<file path="config.mk">
export PLATFORM = sky130hd
export DESIGN_NAME = asrv32_uart_tx_mmio
export DESIGN_NICKNAME = d
export VERILOG_FILES = /design/src/rtl/asrv32_uart_tx_mmio.sv
export SDC_FILE = /design/constraint.sdc
export NUM_CORES = 1
export LEC_CHECK = 0
export BUFFER_PORTS_ARGS = -buffer_cell sky130_fd_sc_hd__buf_2
export CORE_ASPECT_RATIO = 0.5
export CORE_UTILIZATION = 41
export CTS_CLUSTER_DIAMETER = 60
export DETAILED_ROUTE_END_ITERATION = 8
export HOLD_SLACK_MARGIN = 0.03
export PLACE_DENSITY_LB_ADDON = 0.12
export RECOVER_POWER = 25
export SYNTH_ARGS = -nofsm -noshare
export SYNTH_HDL_FRONTEND = slang
export SYNTH_SLANG_ARGS = --single-unit
</file>
<file path="constraint.sdc">
create_clock -name clk -period 4.22 [get_ports clk]
set_input_delay 0.844 -clock clk [delete_from_list [all_inputs] [get_ports clk]]
set_output_delay 0.844 -clock clk [all_outputs]
set_load 0.005 [all_outputs]
</file>
<file path="src/rtl/asrv32_uart_tx_mmio.sv">
// asrv32_uart_tx_mmio: memory-mapped console UART (8N1, TX only) plus a TOHOST
// exit register. The core's data bus uses it as a responder.
//
// Register window (BASE_ADDR, 16 bytes, word offset i_data_addr[3:2]):
//   0x0 TXDATA  W: byte lane 0 pushes a byte into the TX FIFO. R: 0
//   0x4 STATUS  R: [0] busy [1] full [2] empty [3] overflow [15:8] count
//               W: a 1 written to bit 3 clears overflow
//   0x8 TOHOST  W (mask 4'b1111): the first write latches the exit code and
//               sets halt. R: the exit code
//   0xC reserved: reads 0, writes are ignored, the access is still acked
//
// Ports:
//   clk, rst                 clock, synchronous active-high reset
//   i_data_addr/i_data_in    byte address and store data
//   i_wr_mask/i_wr_en/i_rd_en byte-lane mask, store and load requests
//   o_data_out/o_ack         registered load data, one-cycle acknowledge
//   o_uart_tx                serial line, idle high
//   o_halt/o_exit_code       sticky halt flag, TOHOST value
//
// Optional build macro ASRV32_UART_SIM_PRINT_EN adds simulation-only console
// output: accepted bytes are echoed, and the exit code is shown on halt.
module asrv32_uart_tx_mmio #(
  parameter logic [31:0] BASE_ADDR  = 32'h8000_0000,
  parameter int unsigned CLK_DIV    = 434,
  parameter int unsigned FIFO_DEPTH = 8
) (
  input  logic        clk,
  input  logic        rst,
  input  logic [31:0] i_data_addr,
  input  logic [31:0] i_data_in,
  input  logic [3:0]  i_wr_mask,
  input  logic        i_wr_en,
  input  logic        i_rd_en,
  output logic [31:0] o_data_out,
  output logic        o_ack,
  output logic        o_uart_tx,
  output logic        o_halt,
  output logic [31:0] o_exit_code
);

  localparam int unsigned AW = $clog2(FIFO_DEPTH);
  localparam int unsigned CW = AW + 1;
  localparam int unsigned BW = 16;
  localparam logic [BW-1:0] BIT_LAST = BW'(CLK_DIV - 1);

  typedef enum logic [1:0] {IDLE, START, DATA, STOP} state_t;

  state_t        state;
  logic [BW-1:0] bitcnt;
  logic [2:0]    bitidx;
  logic [7:0]    shreg;

  logic [7:0]    mem [FIFO_DEPTH];
  logic [AW-1:0] wptr;
  logic [AW-1:0] rptr;
  logic [CW-1:0] count;
  logic          overflow;

  logic          sel;
  logic          is_wr;
  logic          is_rd;
  logic [1:0]    off;
  logic          fifo_empty;
  logic          fifo_full;
  logic          bit_end;
  logic          pop;
  logic          push_req;
  logic          push_ok;
  logic [31:0]   status_c;
  logic [31:0]   rdata_c;
  logic          unused_addr_lsbs;

  // Address decode; a cycle with both strobes high is a write.
  assign sel   = (i_data_addr[31:4] == BASE_ADDR[31:4]) && (i_wr_en || i_rd_en);
  assign is_wr = sel && i_wr_en;
  assign is_rd = sel && !i_wr_en;
  assign off   = i_data_addr[3:2];
  assign unused_addr_lsbs = ^i_data_addr[1:0];

  assign fifo_empty = (count == '0);
  assign fifo_full  = (count == CW'(FIFO_DEPTH));
  assign bit_end    = (bitcnt == '0);

  // The transmitter pops from IDLE, or at the end of STOP when it chains frames.
  assign pop      = !fifo_empty && ((state == IDLE) || ((state == STOP) && bit_end));
  assign push_req = is_wr && (off == 2'd0) && i_wr_mask[0];
  assign push_ok  = push_req && (!fifo_full || pop);

  assign status_c = {16'h0000, 8'(count), 4'h0, overflow, fifo_empty, fifo_full,
                     (state != IDLE)};

  // Load data mux.
  always_comb begin
    rdata_c = '0;
    case (off)
      2'd1:    rdata_c = status_c;
      2'd2:    rdata_c = o_exit_code;
      default: rdata_c = '0;
    endcase
  end

  // Bus response, overflow flag and TOHOST.
  always_ff @(posedge clk) begin
    if (rst) begin
      o_ack       <= 1'b0;
      o_data_out  <= '0;
      o_halt      <= 1'b0;
      o_exit_code <= '0;
      overflow    <= 1'b0;
    end else begin
      o_ack <= sel;
      if (is_rd) o_data_out <= rdata_c;
      if (push_req && !push_ok) begin
        overflow <= 1'b1;
      end else if (is_wr && (off == 2'd1) && i_wr_mask[0] && i_data_in[3]) begin
        overflow <= 1'b0;
      end
      if (is_wr && (off == 2'd2) && (i_wr_mask == 4'b1111) && !o_halt) begin
        o_halt      <= 1'b1;
        o_exit_code <= i_data_in;
      end
    end
  end

  // TX FIFO; pointers wrap naturally because FIFO_DEPTH is a power of two.
  always_ff @(posedge clk) begin
    if (rst) begin
      wptr  <= '0;
      rptr  <= '0;
      count <= '0;
    end else begin
      if (push_ok) begin
        mem[wptr] <= i_data_in[7:0];
        wptr      <= wptr + AW'(1);
      end
      if (pop) rptr <= rptr + AW'(1);
      count <= count + CW'(push_ok) - CW'(pop);
    end
  end

  // 8N1 transmitter; the line is registered and changes when a state is entered.
  always_ff @(posedge clk) begin
    if (rst) begin
      state     <= IDLE;
      o_uart_tx <= 1'b1;
      bitcnt    <= '0;
      bitidx    <= '0;
      shreg     <= '0;
    end else begin
      case (state)
        IDLE: begin
          if (pop) begin
            shreg     <= mem[rptr];
            state     <= START;
            o_uart_tx <= 1'b0;
            bitcnt    <= BIT_LAST;
          end
        end
        START: begin
          if (bit_end) begin
            state     <= DATA;
            o_uart_tx <= shreg[0];
            bitidx    <= '0;
            bitcnt    <= BIT_LAST;
          end else begin
            bitcnt <= bitcnt - BW'(1);
          end
        end
        DATA: begin
          if (bit_end) begin
            bitcnt <= BIT_LAST;
            if (bitidx == 3'd7) begin
              state     <= STOP;
              o_uart_tx <= 1'b1;
            end else begin
              bitidx    <= bitidx + 3'd1;
              o_uart_tx <= shreg[1];
              shreg     <= {1'b0, shreg[7:1]};
            end
          end else begin
            bitcnt <= bitcnt - BW'(1);
          end
        end
        STOP: begin
          if (bit_end) begin
            if (pop) begin
              shreg     <= mem[rptr];
              state     <= START;
              o_uart_tx <= 1'b0;
              bitcnt    <= BIT_LAST;
            end else begin
              state <= IDLE;
            end
          end else begin
            bitcnt <= bitcnt - BW'(1);
          end
        end
        default: begin
          state     <= IDLE;
          o_uart_tx <= 1'b1;
        end
      endcase
    end
  end

`ifdef ASRV32_UART_SIM_PRINT_EN
  // Simulation-only console echo and exit report.
  logic halt_q;
  always_ff @(posedge clk) begin
    halt_q <= rst ? 1'b0 : o_halt;
    if (!rst && push_ok) $write("%c", i_data_in[7:0]);
    if (!rst && o_halt && !halt_q)
      $display("[TOHOST] exit=0x%h %s", o_exit_code,
               (o_exit_code == 32'd0) ? "PASS" : "FAIL");
  end
`else
  // Default build: no simulation output.
`endif

endmodule
</file>
; Word level (Yosys, flattened, before mapping)
; Memories as Yosys holds them, arrays and structs flattened. A register that Yosys moved wholly into a read port is not among the register bits.
; Index checks and enable logic that the tools add are counted.
[word_totals]
ff_bits = 107
mem_bits_rw = 64
in_bits = 72
word_cells = 105
n_memories = 1
[memory_table]
columns = name, words, word_bits, rd, rd_clocked_by_memory_dff, wr, line_no
row1 = mem, 8, 8, 1, 1, 1, 53  ; logic [7:0] mem [FIFO_DEPTH];
[classes]
add_sub_neg = 6
n_eq_ne = 15
mux = 34
reduce_logical = 36
[op_table]
columns = operator, count
row1 = $pmux 32 s2, 1
row2 = $mux 16, 3
row3 = $pmux 16 s3, 1
row4 = $mux 8, 4
row5 = $eq 28x28->1 const B, 1
row6 = $pmux 8 s3, 1
row7 = $logic_not 16->1, 1
row8 = $sub 16x1->16 const B, 1
row9 = $logic_and 1x1->1, 15
row10 = $mux 3, 5
row11 = $ne 2x2->1 const B, 6
row12 = $mux 1, 11
row13 = $mux 2, 5
row14 = $add 3x1->3 const B, 3
row15 = $eq 4x4->1 const B, 2
row16 = $pmux 2 s4, 1
row17 = $reduce_and 4->1, 2
row18 = $eq 2x2->1 const B, 3
row19 = $pmux 3 s2, 1
row20 = $reduce_bool 2->1, 3
row21 = $logic_not 1->1, 5
row22 = $reduce_and 5->1, 1
row23 = $add 4x1->4, 1
row24 = $eq 2x1->1 const B, 2
row25 = 9 further kinds, 12

; Longest topological paths before layout
; Gate-level depths: netlist of the first run.
[depth]
depth_word = 9
depth_mapped = 14
mapped_depth_nobuf = 12

; Least setup slack after synthesis of the first run
; No wires, ideal clock.
[synth_timing]
kind = input-to-reg
startpoint = input port i_data_addr[25]
endpoint = memory mem[5][0], enable pin
setup_ns = 0.395
arrival_time_ns = 2.819
setup_slack_ns = 1.007
path_stages = 5
path_buffers = 0
cell_sequence = nor4b_1 > nand4_1 > nor4_4 > nand2b_4 > nor4_1
[synth_between]
elab_chain_len = 9
[synth_lines]
columns = element, line_no
row1 = from (decl), 29  ; input logic [31:0] i_data_addr,
row2 = $eq 28x28->1, 74  ; assign sel = (i_data_addr[31:4] == BASE_ADDR[31:4]) && (i_wr_en || i_rd_en);
row3 = $logic_and 1x1->1, 74
row4 = $logic_and 1x1->1, 75  ; assign is_wr = sel && i_wr_en;
row5 = $logic_and 1x1->1 (2 in a row), 86  ; assign push_req = is_wr && (off == 2'd0) && i_wr_mask[0];
row6 = $logic_and 1x1->1, 87  ; assign push_ok = push_req && (!fifo_full || pop);
row7 = $mux 1, 132  ; if (push_ok) begin
row8 = $mux 1, 127  ; if (rst) begin
row9 = $mux 1 (implied by the code), 133  ; mem[wptr] <= i_data_in[7:0];
row10 = to (decl), 53
; No other way between the ends.

; Worst setup path in the final report of the first run
[layout_timing]
startpoint = input port i_data_addr[25]
endpoint = register count[2]
[layout_between]
elab_chain_len = 8
[layout_lines]
columns = element, line_no
row1 = $eq 28x28->1, 74
row2 = $logic_and 1x1->1, 74
row3 = $logic_and 1x1->1, 75
row4 = $logic_and 1x1->1 (2 in a row), 86
row5 = $logic_and 1x1->1, 87
row6 = $add 4x1->4, 137  ; count <= count + CW'(push_ok) - CW'(pop);
row7 = $sub 4x1->4, 137
row8 = to (signal assigned), 137
row9 = to (decl), 56  ; logic [CW-1:0] count;
; No other way between the ends.
; A chain may end at the register's enable or synchronous reset.

==> results of run 1 <==
==> synth_stat cells (4+ instances only) <==
cell        n  area share
a21o_1      5      0.0050
a21oi_1    52       0.035
a22o_1     13       0.015
buf_1       4      0.0020
buf_2       8      0.0053
buf_6       4      0.0060
clkbuf_1   24       0.012
dfxtp_1   110        0.29
edfxtp_1   64        0.26
ha_1       17       0.028
inv_1      28       0.014
mux2_2      9       0.014
mux2i_1    44       0.059
mux4_2     16       0.048
nand2_1    54       0.027
nand3_1    38       0.025
nand4_1     4      0.0033
nor2_1     60       0.030
nor3_1     16       0.011
nor4_1     12       0.010
o21ai_0    18       0.012
or3_1       6      0.0050
==> report_power, final <==
part | total [uW] | internal [uW] | leakage, uW | switching (uW)
clock network | 1620 | 858 | 0.000298 | 764
logic | 1370 | 600 | 0.00166 | 767
registers | 1970 | 1840 | 0.00147 | 133
total | 4960 | 3300 | 0.00342 | 1660
==> metal layers <==
layer | wire length, um | vias to the layer above | GRT usage
met1 | 8620 | 2725 | 0.270
li1 | - | 2722 | -
met5 | 0 | - | 0
met2 | 8450 | 136 | 0.316
met4 | 153 | 0 | 0.0498
met3 | 1060 | 14 | 0.0573
==> area by class of cell <==
class	count	area [sq um]
fill	1598	8640
sequential	174	4120
multi-input combinational	431	3080
timing repair buffer	152	791
clock buffer	17	425
tap	234	293
clock inverter	15	194
inverter	28	105
==> final timing paths <==
kind	from	endpoint	slack, ps	depth (start not counted)
hold reg to reg	o_data_out[6]	o_data_out[6]	450	2
setup / recovery	i_data_addr[25]	count[2]	1070	11
setup reg to reg	state[0]	count[2]	1150	12
hold / removal	o_data_out[6]	o_data_out[6]	450	2
==> flip-flops by register name, indices dropped and copies added, names as in the netlist, named ones only <==
register	cells
rptr	3
o_ack	1
o_data_out	32
bitcnt	16
count	4
o_uart_tx	1
mem	64
o_exit_code	32
overflow	1
shreg	8
state	2
o_halt	1
bitidx	3
wptr	3
==> logic make-up after synthesis <==
logic type               Yosys count
AND/OR/NAND/NOR                  216
flip-flops                       174
AO/OA/AOI/OAI                    123
buffers and inverters             70
multiplexers                      70
adder cells (fa/ha/maj)           18
XOR/XNOR                           4
==> through the flow <==
stage | hold WS [ps] | worst slack, ps | instances | instance area (sq um) | power, uW
after floorplan | 435 | 1010 | 675 | 7500 | 3070
after global placement | 436 | 705 | 1019 | 8400 | 3350
after detailed placement | 441 | 670 | 1019 | 8400 | 3370
after CTS | 452 | 1100 | 1051 | 9020 | 5010
after global routing | 475 | 850 | 1051 | 9010 | 5250
final | 450 | 1070 | 1051 | 9010 | 4960
==> worst max-delay path: cells and delay by family <==
family | cells | cell delay, ps
fa+ha+maj | 2 | 570
buf+inv | 2 | 160
xor+xnor | 1 | 150
simple gates | 5 | 1540
compound gates | 1 | 180
==> impl_metrics.csv, run 1 <==
group,metric,value,unit
status,status,"complete, no violations",
yosys,synth_area,0.00750,sq mm
setup_path,critical_path_class,"in2reg",
clock_tree,cts.path.max_buffers,2,
yosys,yosysSeqAreaShare,0.550,
sta,worst_slew_pin_slew,961,ps
yosys,synth_cell_types,67,
grt,grt_util_all_layers,0.200,
yosys,synth_warnings,0,
grt,grt_max_degree,53,
die,initial_utilization,0.425,
yosys,synth_nets,765,
final_layout,utilization,0.510,
yosys,syn-mean-instance-area,11.1,sq um
sta,fmax,317,MHz
drt,drt_iter0_drc,311,
clock_tree,cts_hold_buf,0,
drt,wl,18300,um
clock_tree,clk_latency,430,ps
final_layout,num_antenna_cells,0,
clock_tree,ctsHtreeMaxLevel,4,
sta,setup_violations,0,
grt,grt_first_pass_wirelength,29200,um
grt,antenna_found_initial,0,
yosys,synth_top_family_by_area,"simple AND/OR/NAND/NOR gates",
final_layout,area_delta_synth_final,20.1,%
clock_tree,clkTransAtPathRegs,70,ps
sta,slew_headroom,0.355,
setup_path,start_kind,"input pin",
die,core_area,0.0177,sq mm
power_and_ir_drop,leakage,0.00342,uW
sta,fin_crit,3150,ps
drt,viasPerCell,5.33,
die,io_pins,139,
setup_path,cp.arrival,3450,ps
setup_path,cp_slowest_cell,"nor4_4",
clock_tree,cts_num_sinks,174,
yosys,ys_ff_latch,174,
yosys,synthMuxAreaShare,0.122,
grt,grt_pass1_vias,5469,
yosys,yosys.area_share.xor_xnor,0.00467,
drt,dr.pass1.iters,7,
clock_tree,cts_tree,"built",
setup_path,critPathCaptureType,"flop",
yosys,synthArstFlopShare,0,
drt,antenna_left,0,
final_layout,mostFrequentLayoutCells,"buf_2, dfxtp_1, edfxtp_1, nor2_1, nand2_1",
clock_tree,numCtsBuffers,17,
placed_design,dp_hpwl,12400,um
die,fp.dieH,97.7,um
clock_tree,cts_root_buffer,"clkbuf_16",
setup_path,slowest_delay,630,ps
setup_path,crit_path_cell_trace,"buf_2, nor4b_1, nand4_1, nor4_4, nand2b_4, o21ai_0, ha_1, inv_1, fa_1, xor2_1, nor2_1",
die,die_w,193,um
power_and_ir_drop,power-per-cell-area,551,mW/mm^2
yosys,synthSimpleGateAreaFrac,0.146,
setup_path,critPathMaxFanout,7,
sta,finalHoldViolations,0,
hold_path,hold_class,"reg2reg",
drt,wire_per_inst,17.4,um
die,dieArea,0.0189,sq mm
drt,dr_total_vias,5597,
grt,overflow,0,
clock_tree,cts_resized,0,
final_layout,final_layout_size_suffix_gt1_frac,0.263,
yosys,ys_dominant_reg_cell,"dfxtp_1",
sta,skew,10.7,ps
power_and_ir_drop,peakVddDrop,0.284,mV
flow_run,cap_violations,0,
final_layout,nets,894,
die,rows,34,
sta,rsz0062_at_grt,"no",
sta,period_share,0.748,
yosys,synth_compound_area_frac,0.105,
yosys,synthCells,675,
yosys,synth_edf_count,64,
placed_design,globalplace.congestion,0.745,
setup_path,critPathRequiredTime,4520,ps
drt,drc,0,
sta,final_max_slew_viol_count,0,
final_layout,mostFrequentLayoutCell,"buf_2",
sta,final.setup.tns,0,ps
placed_design,portBuffers,136,
clock_tree,cts_setup_buffers,0,
yosys,synth_adder_area_share,0.0310,
Power figures use the tool's default switching activity.
==> inputs of run 2 (changes only) <==
clock period = 2.9 ns   (was 4.22 ns; I/O delays follow)
==> run 2 against run 1 <==
Effect of this change: sequential share of layout area fell by 1.1 points; combinational power rose by 64%; clock power rose by 44%; clock-buffer cell count did not move.
==> impl_metrics.csv, run 2 (synthesis gave the netlist of run 1 again) <==
group,metric,value,unit
clock_tree,ctsHtreeMaxLevel,4,
die,io_pins,139,
die,fp.dieH,97.7,um
sta,fmax,375,MHz
power_and_ir_drop,p_clk_frac,0.315,
grt,grt_max_degree,53,
sta,finalHoldViolations,0,
grt,grt_pass1_vias,5586,
placed_design,portBuffers,136,
setup_path,start_kind,"flop",
final_layout,top_register,"mem",
final_layout,mostFrequentLayoutCell,"buf_2",
final_layout,area_delta_synth_final,23.1,%
status,status,"complete, no violations",
clock_tree,clk_latency,430,ps
sta,skew,10.1,ps
die,dieArea,0.0189,sq mm
power_and_ir_drop,power_frac_seq,0.384,
power_and_ir_drop,power-per-cell-area,805,mW/mm^2
power_and_ir_drop,combPwrFrac,0.301,
drt,dr.pass1.iters,7,
power_and_ir_drop,peakVddDrop,0.414,mV
grt,grt_first_pass_wirelength,30000,um
hold_path,hold_class,"in2reg",
power_and_ir_drop,leakage,0.00354,uW
setup_path,critPathCaptureType,"flop",
die,initial_utilization,0.425,
drt,dr_total_vias,5736,
sta,fin_crit,2670,ps
die,die_w,193,um
flow_run,cap_violations,0,
placed_design,dp.cells,1041,
clock_tree,cts_root_buffer,"clkbuf_16",
power_and_ir_drop,power.total,7430,uW
sta,setup_violations,0,
final_layout,largest_register_ffs,64,
final_layout,mostFrequentLayoutCells,"buf_2, dfxtp_1, edfxtp_1, nor2_1, nand2_1",
drt,antenna_left,0,
drt,wire_per_inst,17.6,um
grt,overflow,0,
final_layout,final_cell_area,0.00923,sq mm
grt,antenna_found_initial,1,
sta,rsz0062_at_grt,"no",
setup_path,cp.arrival,2970,ps
drt,drt_iter0_drc,306,
placed_design,dp_hpwl,12800,um
clock_tree,numCtsBuffers,17,
clock_tree,cts_num_sinks,174,
sta,slew_headroom,0.503,
final_layout,layout.cells.non_filler,1073,
final_layout,final_layout_size_suffix_gt1_frac,0.287,
clock_tree,cts.path.max_buffers,2,
drt,viasPerCell,5.35,
clock_tree,cts_hold_buf,0,
setup_path,critical_path_class,"reg2reg",
clock_tree,cts_tree,"built",
drt,drc,0,
sta,period_share,0.920,
power_and_ir_drop,swShare,0.342,
drt,wl,18900,um
final_layout,num_antenna_cells,0,
placed_design,place_area,0.00859,sq mm
sta,worst_slew_pin_slew,744,ps
die,core_area,0.0177,sq mm
final_layout,utilization,0.523,
grt,grt_util_all_layers,0.205,
power_and_ir_drop,p_int,4890,uW
power_and_ir_drop,p_sw,2540,uW
clock_tree,clkTransAtPathRegs,80,ps
setup_path,critPathRequiredTime,3210,ps
final_layout,largestRegisters,"mem: 64 flops, o_data_out: 32 flops, o_exit_code: 32 flops",
die,rows,34,
sta,final_max_slew_viol_count,0,
setup_path,critPathMaxFanout,5,
placed_design,globalplace.congestion,0.808,
final_layout,nets,916,
==> run 2: final cells by class <==
class                           instances  area [sq um]
Fill cell                            1582          8420
Sequential cell                       174          4120
Multi-Input combinational cell        431          3100
Timing Repair Buffer                  174           987
Clock buffer                           17           425
Tap cell                              234           293
Clock inverter                         15           195
Inverter                               28           105
==> run 2: worst max-delay path: stages (launching register included) <==
cell and delay, ps:
dfxtp_1 310, inv_1 70, ha_2 220, nor4b_4 230, and4_4 300, a21oi_2 90, or3_4 390, o21ai_0 90
ha_2 200, inv_1 50, fa_1 380, xor2_1 160, nor2_1 50
==> run 2: worst paths after layout <==
path	startpoint	to	slack [ps]	cells after the start
min reg2reg	o_data_out[7]	o_data_out[7]	450	2
min	i_data_in[9]	o_exit_code[9]	380	3
max	bitcnt[0]	count[2]	230	12
max reg2reg	bitcnt[0]	count[2]	230	12
==> run 2: metrics by stage <==
stage,setup TNS [ps],hold WS (ps),setup slack [ps]
2_1_floorplan,-1580,435,-49.3
3_5_place_dp,-31.4,442,-31.4
3_3_place_gp,0,435,2.69
4_1_cts,0,364,153
5_1_grt,0,366,13.7
6_report,0,382,233
==> run 2: repair_timing <==
item | in CTS | in global routing
endpoints found under the setup margin | 0 | 2
setup buffers | 0 | 0
gates resized for setup | 0 | 8
==> run 2: power by group through the flow <==
| stage | combinational (uW) | clock [uW] | sequential (uW) |
|---|---|---|---|
| 2_1_floorplan | 1640 | 0 | 2830 |
| 4_1_cts | 2160 | 2400 | 2850 |
| 3_5_place_dp | 2140 | 0 | 2900 |
| 6_report | 2240 | 2340 | 2860 |
| 3_3_place_gp | 2110 | 0 | 2900 |
| 5_1_grt | 2480 | 2500 | 2880 |
==> run 2: per-layer routing <==
layer	up-vias	global-route usage	wire length, um
met3	14	0.0576	908
met5	-	0	0
met1	2833	0.276	9130
li1	2762	-	-
met2	127	0.326	8690
met4	0	0.0535	151
